### src/rtl/adc_frame_packer.sv
// adc_frame_packer
// Packs one ADC channel sweep into a FIFO frame: one header word, then two
// 16-bit samples per 32-bit word (low half = earlier channel). A frame is
// only started when the FIFO can take all of it, so writes are never gated
// mid-frame. Dropped sweeps are counted, and they still consume a sequence
// number so the host sees the gap.
module adc_frame_packer #(
  parameter logic [7:0]  HDR_TAG = 8'hA5,
  parameter logic [15:0] PAD_OK  = 16'h0000,
  parameter logic [15:0] PAD_ERR = 16'hFFFF
) (
  input  logic        sclk_i,
  input  logic        rst,
  input  logic        enable,
  input  logic [3:0]  channel_enable_count,
  input  logic [7:0]  data_valid,
  input  logic [15:0] ch1_data,
  input  logic [15:0] ch2_data,
  input  logic [15:0] ch3_data,
  input  logic [15:0] ch4_data,
  input  logic [15:0] ch5_data,
  input  logic [15:0] ch6_data,
  input  logic [15:0] ch7_data,
  input  logic [15:0] ch8_data,
  input  logic        fifo_prog_full,
  output logic [31:0] fifo_din,
  output logic        fifo_wr_en,
  output logic        frame_done,
  output logic [15:0] overflow_count,
  output logic        seq_err,
  input  logic        clear_stats,
  output logic        busy
);

  typedef enum logic [1:0] {
    S_IDLE    = 2'd0,
    S_COLLECT = 2'd1,
    S_DROP    = 2'd2
  } state_t;

  // An output slot is {write, frame_done, data}. A slot with write=0 and
  // frame_done=1 is a bare end-of-frame pulse; all-zero means "nothing".
  localparam int SlotW = 34;

  state_t          state_q;
  logic [3:0]      numCh_q;
  logic [3:0]      expCh_q;
  logic [15:0]     seq_q;
  logic [15:0]     pend_q;
  logic            pendValid_q;
  logic [15:0]     ovf_q;
  logic            seqErr_q;
  logic [31:0]     din_q;
  logic            wr_q;
  logic            done_q;
  logic [SlotW-1:0] queue0_q;
  logic [SlotW-1:0] queue1_q;

  logic             strobe;
  logic             isCh1;
  logic [15:0]      sample;
  logic [3:0]       nClamp;
  logic             admitOk;
  logic             flushNow;
  logic             oneCh;
  logic             inOrder;
  logic             lastCh;
  logic [31:0]      hdrWord;
  logic [31:0]      flushWord;
  logic [SlotW-1:0] emit0_d;
  logic [SlotW-1:0] emit1_d;
  logic [SlotW-1:0] emit2_d;

  assign strobe = (data_valid != 8'd0);
  assign isCh1  = (data_valid == 8'd1);

  assign fifo_din       = din_q;
  assign fifo_wr_en     = wr_q;
  assign frame_done     = done_q;
  assign overflow_count = ovf_q;
  assign seq_err        = seqErr_q;
  assign busy           = (state_q == S_COLLECT);

  // Select the sample register named by the current channel strobe.
  always_comb begin
    sample = 16'h0000;
    case (data_valid)
      8'd1:    sample = ch1_data;
      8'd2:    sample = ch2_data;
      8'd3:    sample = ch3_data;
      8'd4:    sample = ch4_data;
      8'd5:    sample = ch5_data;
      8'd6:    sample = ch6_data;
      8'd7:    sample = ch7_data;
      8'd8:    sample = ch8_data;
      default: sample = 16'h0000;
    endcase
  end

  // Frame-level decisions for the current strobe; only eight channels exist.
  always_comb begin
    nClamp    = (channel_enable_count > 4'd8) ? 4'd8 : channel_enable_count;
    admitOk   = enable && (nClamp != 4'd0) && !fifo_prog_full;
    flushNow  = (state_q == S_COLLECT) && pendValid_q;
    oneCh     = (nClamp == 4'd1);
    inOrder   = (data_valid == {4'h0, expCh_q});
    lastCh    = (data_valid == {4'h0, numCh_q});
    hdrWord   = {HDR_TAG, 4'h0, nClamp, seq_q};
    flushWord = {PAD_ERR, pend_q};
  end

  // Build the ordered list of words this strobe produces: an error flush
  // comes first, then the header, then the single-channel final word.
  always_comb begin
    emit0_d = '0;
    emit1_d = '0;
    emit2_d = '0;
    if (isCh1) begin
      if (flushNow) begin
        emit0_d = {1'b1, 1'b1, flushWord};
        if (admitOk) begin
          emit1_d = {1'b1, 1'b0, hdrWord};
          if (oneCh) begin
            emit2_d = {1'b1, 1'b1, PAD_OK, ch1_data};
          end
        end
      end else if (admitOk) begin
        emit0_d = {1'b1, 1'b0, hdrWord};
        if (oneCh) begin
          emit1_d = {1'b1, 1'b1, PAD_OK, ch1_data};
        end
      end
    end else if (strobe && (state_q == S_COLLECT)) begin
      if (inOrder) begin
        if (!data_valid[0]) begin
          emit0_d = {1'b1, lastCh, sample, pend_q};
        end else if (lastCh) begin
          emit0_d = {1'b1, 1'b1, PAD_OK, sample};
        end
      end else begin
        emit0_d = {pendValid_q, 1'b1, flushWord};
      end
    end
  end

  // Frame FSM, sequence/statistics counters and registered FIFO outputs.
  always_ff @(posedge sclk_i or posedge rst) begin
    if (rst) begin
      state_q     <= S_IDLE;
      numCh_q     <= 4'd0;
      expCh_q     <= 4'd0;
      seq_q       <= 16'h0000;
      pend_q      <= 16'h0000;
      pendValid_q <= 1'b0;
      ovf_q       <= 16'h0000;
      seqErr_q    <= 1'b0;
      din_q       <= 32'h0000_0000;
      wr_q        <= 1'b0;
      done_q      <= 1'b0;
      queue0_q    <= '0;
      queue1_q    <= '0;
    end else begin
      if (strobe) begin
        wr_q     <= emit0_d[33];
        done_q   <= emit0_d[32];
        if (emit0_d[33]) begin
          din_q <= emit0_d[31:0];
        end
        queue0_q <= emit1_d;
        queue1_q <= emit2_d;
      end else begin
        wr_q     <= queue0_q[33];
        done_q   <= queue0_q[32];
        if (queue0_q[33]) begin
          din_q <= queue0_q[31:0];
        end
        queue0_q <= queue1_q;
        queue1_q <= '0;
      end

      if (isCh1) begin
        if (state_q == S_COLLECT) begin
          seqErr_q <= 1'b1;
        end
        pendValid_q <= 1'b0;
        if (!enable || (nClamp == 4'd0)) begin
          state_q <= S_IDLE;
        end else if (fifo_prog_full) begin
          state_q <= S_DROP;
          seq_q   <= seq_q + 16'd1;
          if (ovf_q != 16'hFFFF) begin
            ovf_q <= ovf_q + 16'd1;
          end
        end else begin
          numCh_q <= nClamp;
          seq_q   <= seq_q + 16'd1;
          expCh_q <= 4'd2;
          if (oneCh) begin
            state_q <= S_IDLE;
          end else begin
            state_q     <= S_COLLECT;
            pend_q      <= ch1_data;
            pendValid_q <= 1'b1;
          end
        end
      end else if (strobe && (state_q == S_COLLECT)) begin
        if (inOrder) begin
          expCh_q <= expCh_q + 4'd1;
          if (!data_valid[0]) begin
            pendValid_q <= 1'b0;
          end else if (!lastCh) begin
            pend_q      <= sample;
            pendValid_q <= 1'b1;
          end
          if (lastCh) begin
            state_q     <= S_IDLE;
            pendValid_q <= 1'b0;
          end
        end else begin
          seqErr_q    <= 1'b1;
          pendValid_q <= 1'b0;
          state_q     <= S_IDLE;
        end
      end

      if (clear_stats) begin
        ovf_q    <= 16'h0000;
        seqErr_q <= 1'b0;
      end
    end
  end

endmodule

### config.mk
export PLATFORM = sky130hd
export DESIGN_NAME = adc_frame_packer
export DESIGN_NICKNAME = d
export VERILOG_FILES = /design/src/rtl/adc_frame_packer.sv
export SDC_FILE = /design/constraint.sdc
export NUM_CORES = 1
export LEC_CHECK = 0
export CAP_MARGIN = 10
export CORE_MARGIN = 5
export CORE_UTILIZATION = 28
export DETAILED_ROUTE_END_ITERATION = 8
export GPL_ROUTABILITY_DRIVEN = 0
export SETUP_SLACK_MARGIN = 0.5
export SYNTH_ARGS = -nofsm -noshare
export SYNTH_HDL_FRONTEND = slang
export SYNTH_SLANG_ARGS = --single-unit
### constraint.sdc
create_clock -name sclk_i -period 12.2 [get_ports sclk_i]
set_input_delay 3.05 -clock sclk_i [delete_from_list [all_inputs] [get_ports sclk_i]]
set_output_delay 3.05 -clock sclk_i [all_outputs]
set_load 0.03 [all_outputs]
==> key figures <==
Outcome
  – Status: finished clean

Timing
  – Fmax: 146 MHz
  – Fin crit period: 6.86 ns
  – Worst-Margin Slew: 1.27 ns
  – Endpoints failing hold: 0
  – Worst Skew: 0.0123 ns
  – Max-slew violations: 0
  – Slew HR: 15.1%
  – # setup viols final: 0
  – Setup TNS: 0 ns
  – Hold_ws: 0.439 ns
  – RSZ-0062 raised after global routing: false
  – Fin crit share: 56.2%

Synthesis
  – Top cell type's share of synthesized area: 44.5%
  – YS warnings: 0
  – Most common cell in the netlist: dfrtp_1
  – Proportion of synthesized area in mux cells: 3.77%
  – Synth Flop Type: dfrtp_1
  – EDFF count, synth: 0
  – Largest family of logic cells by synthesized area: compound AO/OA/AOI/OAI gates
  – Synth Area in XOR/XNOR: 4.18%
  – Post-Synth Adder-Cell Area: 0.498%
  – Simple-gate share of the synthesized area: 19.1%
  – Post-Syn Area: 7530 um^2
  – Post-synthesis async set-or-reset flop share: 100%
  – Largest cells by area after synthesis: dfrtp_1 45%, a21oi_1 5.2%, nand2_1 4.2%, nor2_1 3.6%, a22oi_1 3.2%
  – Synthesized area per cell: 9.21 um^2
  – Register area share after synthesis: 44.5%
  – Synth Area in Compound Gates: 24.5%
  – Number of synthesized register bits: 134
  – Syn Inst Count: 818
  – Number of library cell types mapped by synthesis: 74
  – Top post-synthesis cells by count: 134 x dfrtp_1, 84 x nand2_1, 78 x a21oi_1
  – Synth Net Count: 966
  – Top cell type by total area after synthesis: dfrtp_1

Worst setup path
  – Crit Path Max Fanout: 25
  – Worst reg2reg path startpoint: pendValid_q
  – Critical path arrival: 7.16 ns
  – Worst Reg2Reg Path Length in Cells: 7
  – Worst path most repeated cell: nor2_1
  – Slowest-stage cell, CP: or4_1
  – CP max stage delay: 0.99 ns
  – Critical Path Source Type: primary input
  – Flop-to-flop setup slack: 8.79 ns
  – CP cell instances: clkdlybuf4s50_1 -> or4_1 -> nor2_1 -> buf_4 -> nand2_1 -> nor2_1 -> or2_1 -> inv_2 -> mux2_1
  – CP Capture Type: flop
  – Critical path class: in -> reg
  – Worst EP required: 12.50 ns
  – FF-to-FF End: fifo_din[6]

Global routing
  – Vias in the first global route: 7212
  – Tot GR Track Use: 18.0%
  – Initial antenna violation count: 0
  – Global-route wire length before repair: 42700 um
  – Largest net degree at the start of global routing: 71
  – Congestion Overflow GR: 0

Cells and area
  – Nets: 1140
  – Register Area: 3350 um^2
  – Fraction of layout cells with a size suffix above 1: 7.46%
  – Antenna cell count: 0
  – Fillers: 2602
  – Area Overhead vs Synth: 38.6%
  – Post-layout util: 39.1%
  – Multi-input gate area: 3950 um^2

Clock network
  – CTS root buf: clkbuf_16
  – H-tree depth: 4
  – # resized after CTS: 0
  – Clk_lat worst skew: 0.43 ns
  – Hold_buf cts: 0
  – Clk buf depth: 2
  – Clock Pin Slew Worst Setup and Hold Paths: 0.06 ns
  – Setup bufs post-CTS: 0
  – CTS Buf Count: 17
  – CTS Sinks: 134
  – CTS tree: done

Die
  – Die width: 174 um
  – CORE AREA: 26700 um^2
  – Full die area: 30300 um^2
  – Die Y: 174 um
  – Initial Utilization: 28.2%
  – Row count: 60
  – Io pins: 197

Worst hold path
  – Hold Path End: queue0_q[11]
  – Min-delay src: queue1_q[11]
  – Hold WC Path Type: reg -> reg
  – Hold Crit Depth: 2

Detailed routing
  – Routed Wire Length: 27900 um
  – DRT iter0 DRCs: 798
  – Vias per inst: 5.39
  – Post-route ant nets: 0
  – WL per Instance: 20.8 um
  – DRC: 0
  – Via count: 7261
  – First-pass DRT Iterations: 5

Power
  – Power per cell area: 107 nW/um^2
  – Maximum VDD drop: 0.0000615 V
  – Leak Pwr: 4.35 nW

Place
  – HPWL Detailed: 20800 um
  – IO buf count: 196

Run
  – Number of max-cap violations: 0
-- how the worst max path moves through the flow --
stage / start / to / slack (ns)
final: data_valid[5] / fifo_din[6] / 5.34
after global routing: data_valid[5] / fifo_din[6] / 5.10
after global placement: data_valid[5] / fifo_din[11] / 5.13
after CTS: data_valid[5] / fifo_din[6] / 5.42
after floorplan: rst / expCh_q[0] / 5.57
after detailed placement: data_valid[5] / fifo_din[6] / 4.98
-- logic make-up (layout without fill, tap and decap cells) --
group / after synthesis / after routing
multiplexers: 26 / 26
flip-flops: 134 / 134
buffers and inverters: 62 / 249
adder cells (fa/ha/maj): 3 / 3
AND/OR/NAND/NOR: 282 / 282
XOR/XNOR: 36 / 36
AO/OA/AOI/OAI: 275 / 275
-- flip-flops by register name, indices dropped and copies added, names as in the netlist --
name and cells:
seq_q 16, seq_err 1, overflow_count 16, state_q 2, queue0_q 23, pend_q 16
fifo_din 32, frame_done 1, queue1_q 17, fifo_wr_en 1, numCh_q 4, pendValid_q 1
expCh_q 4
-- worst max-delay path, delay by kind of cell --
| kind | cells | cell delay [ns] |
|---|---|---|
| simple gates | 5 | 2.89 |
| mux | 1 | 0.36 |
| buf+inv | 3 | 0.83 |
-- cell type report --
cell class | count | share of cell area, %
clock inverter | 13 | 1.85
clock buffer | 19 | 4.24
tap | 341 | 4.09
multi-input combinational | 622 | 37.8
sequential | 134 | 32.1
inverter | 10 | 0.384
timing repair buffer | 207 | 19.5
-- metrics by stage --
stage	setup WS [ns]	power (mW)	cells	area, um^2
global route	5.10	1.16	1346	10400
detailed placement	4.98	0.567	1314	9800
CTS	5.42	1.12	1346	10400
finish	5.34	1.12	1346	10400
floorplan	5.57	0.500	818	7530
global placement	5.13	0.567	1314	9800
-- placed cells by master, fill, tap and decap left out, drive strengths merged, types with 5 or more instances in the layout --
master and n:
and2 17, and4 6, dfrtp 134, o21ai 51, nand4 10, o311ai 6, and3 10, clkbuf 19
a21oi 78, o2bb2ai 5, or2 5, xor2 17, a22oi 32, xnor2 19, nor2b 8, a31oi 12
or3 6, nor4 6, nand2 84, buf 13, nand2b 7, a211o 6, nor3 19, o211ai 5
mux2 9, o31ai 9, a211oi 14, a22o 25, inv 14, a221oi 10, nor2 72, mux2i 16
nand3 17, clkdlybuf4s50 194
-- power breakdown --
| part | internal (mW) | switching (mW) | total [mW] | leakage (nW) |
|---|---|---|---|---|
| sequential | 0.446 | 0.00119 | 0.447 | 1.87 |
| clock | 0.351 | 0.207 | 0.557 | 0.305 |
| combinational | 0.0584 | 0.0546 | 0.113 | 2.18 |
| total | 0.855 | 0.262 | 1.12 | 4.35 |
-- layer usage --
metal | track usage (%) | wire (um) | part of all wire, %
met5 | 0 | 0 | 0
met4 | 6.50 | 960 | 3.4
met3 | 4.96 | 1890 | 6.8
met2 | 28.2 | 12900 | 46
met1 | 24.0 | 12200 | 44
Note: power is estimated with default switching activity, not from simulation.
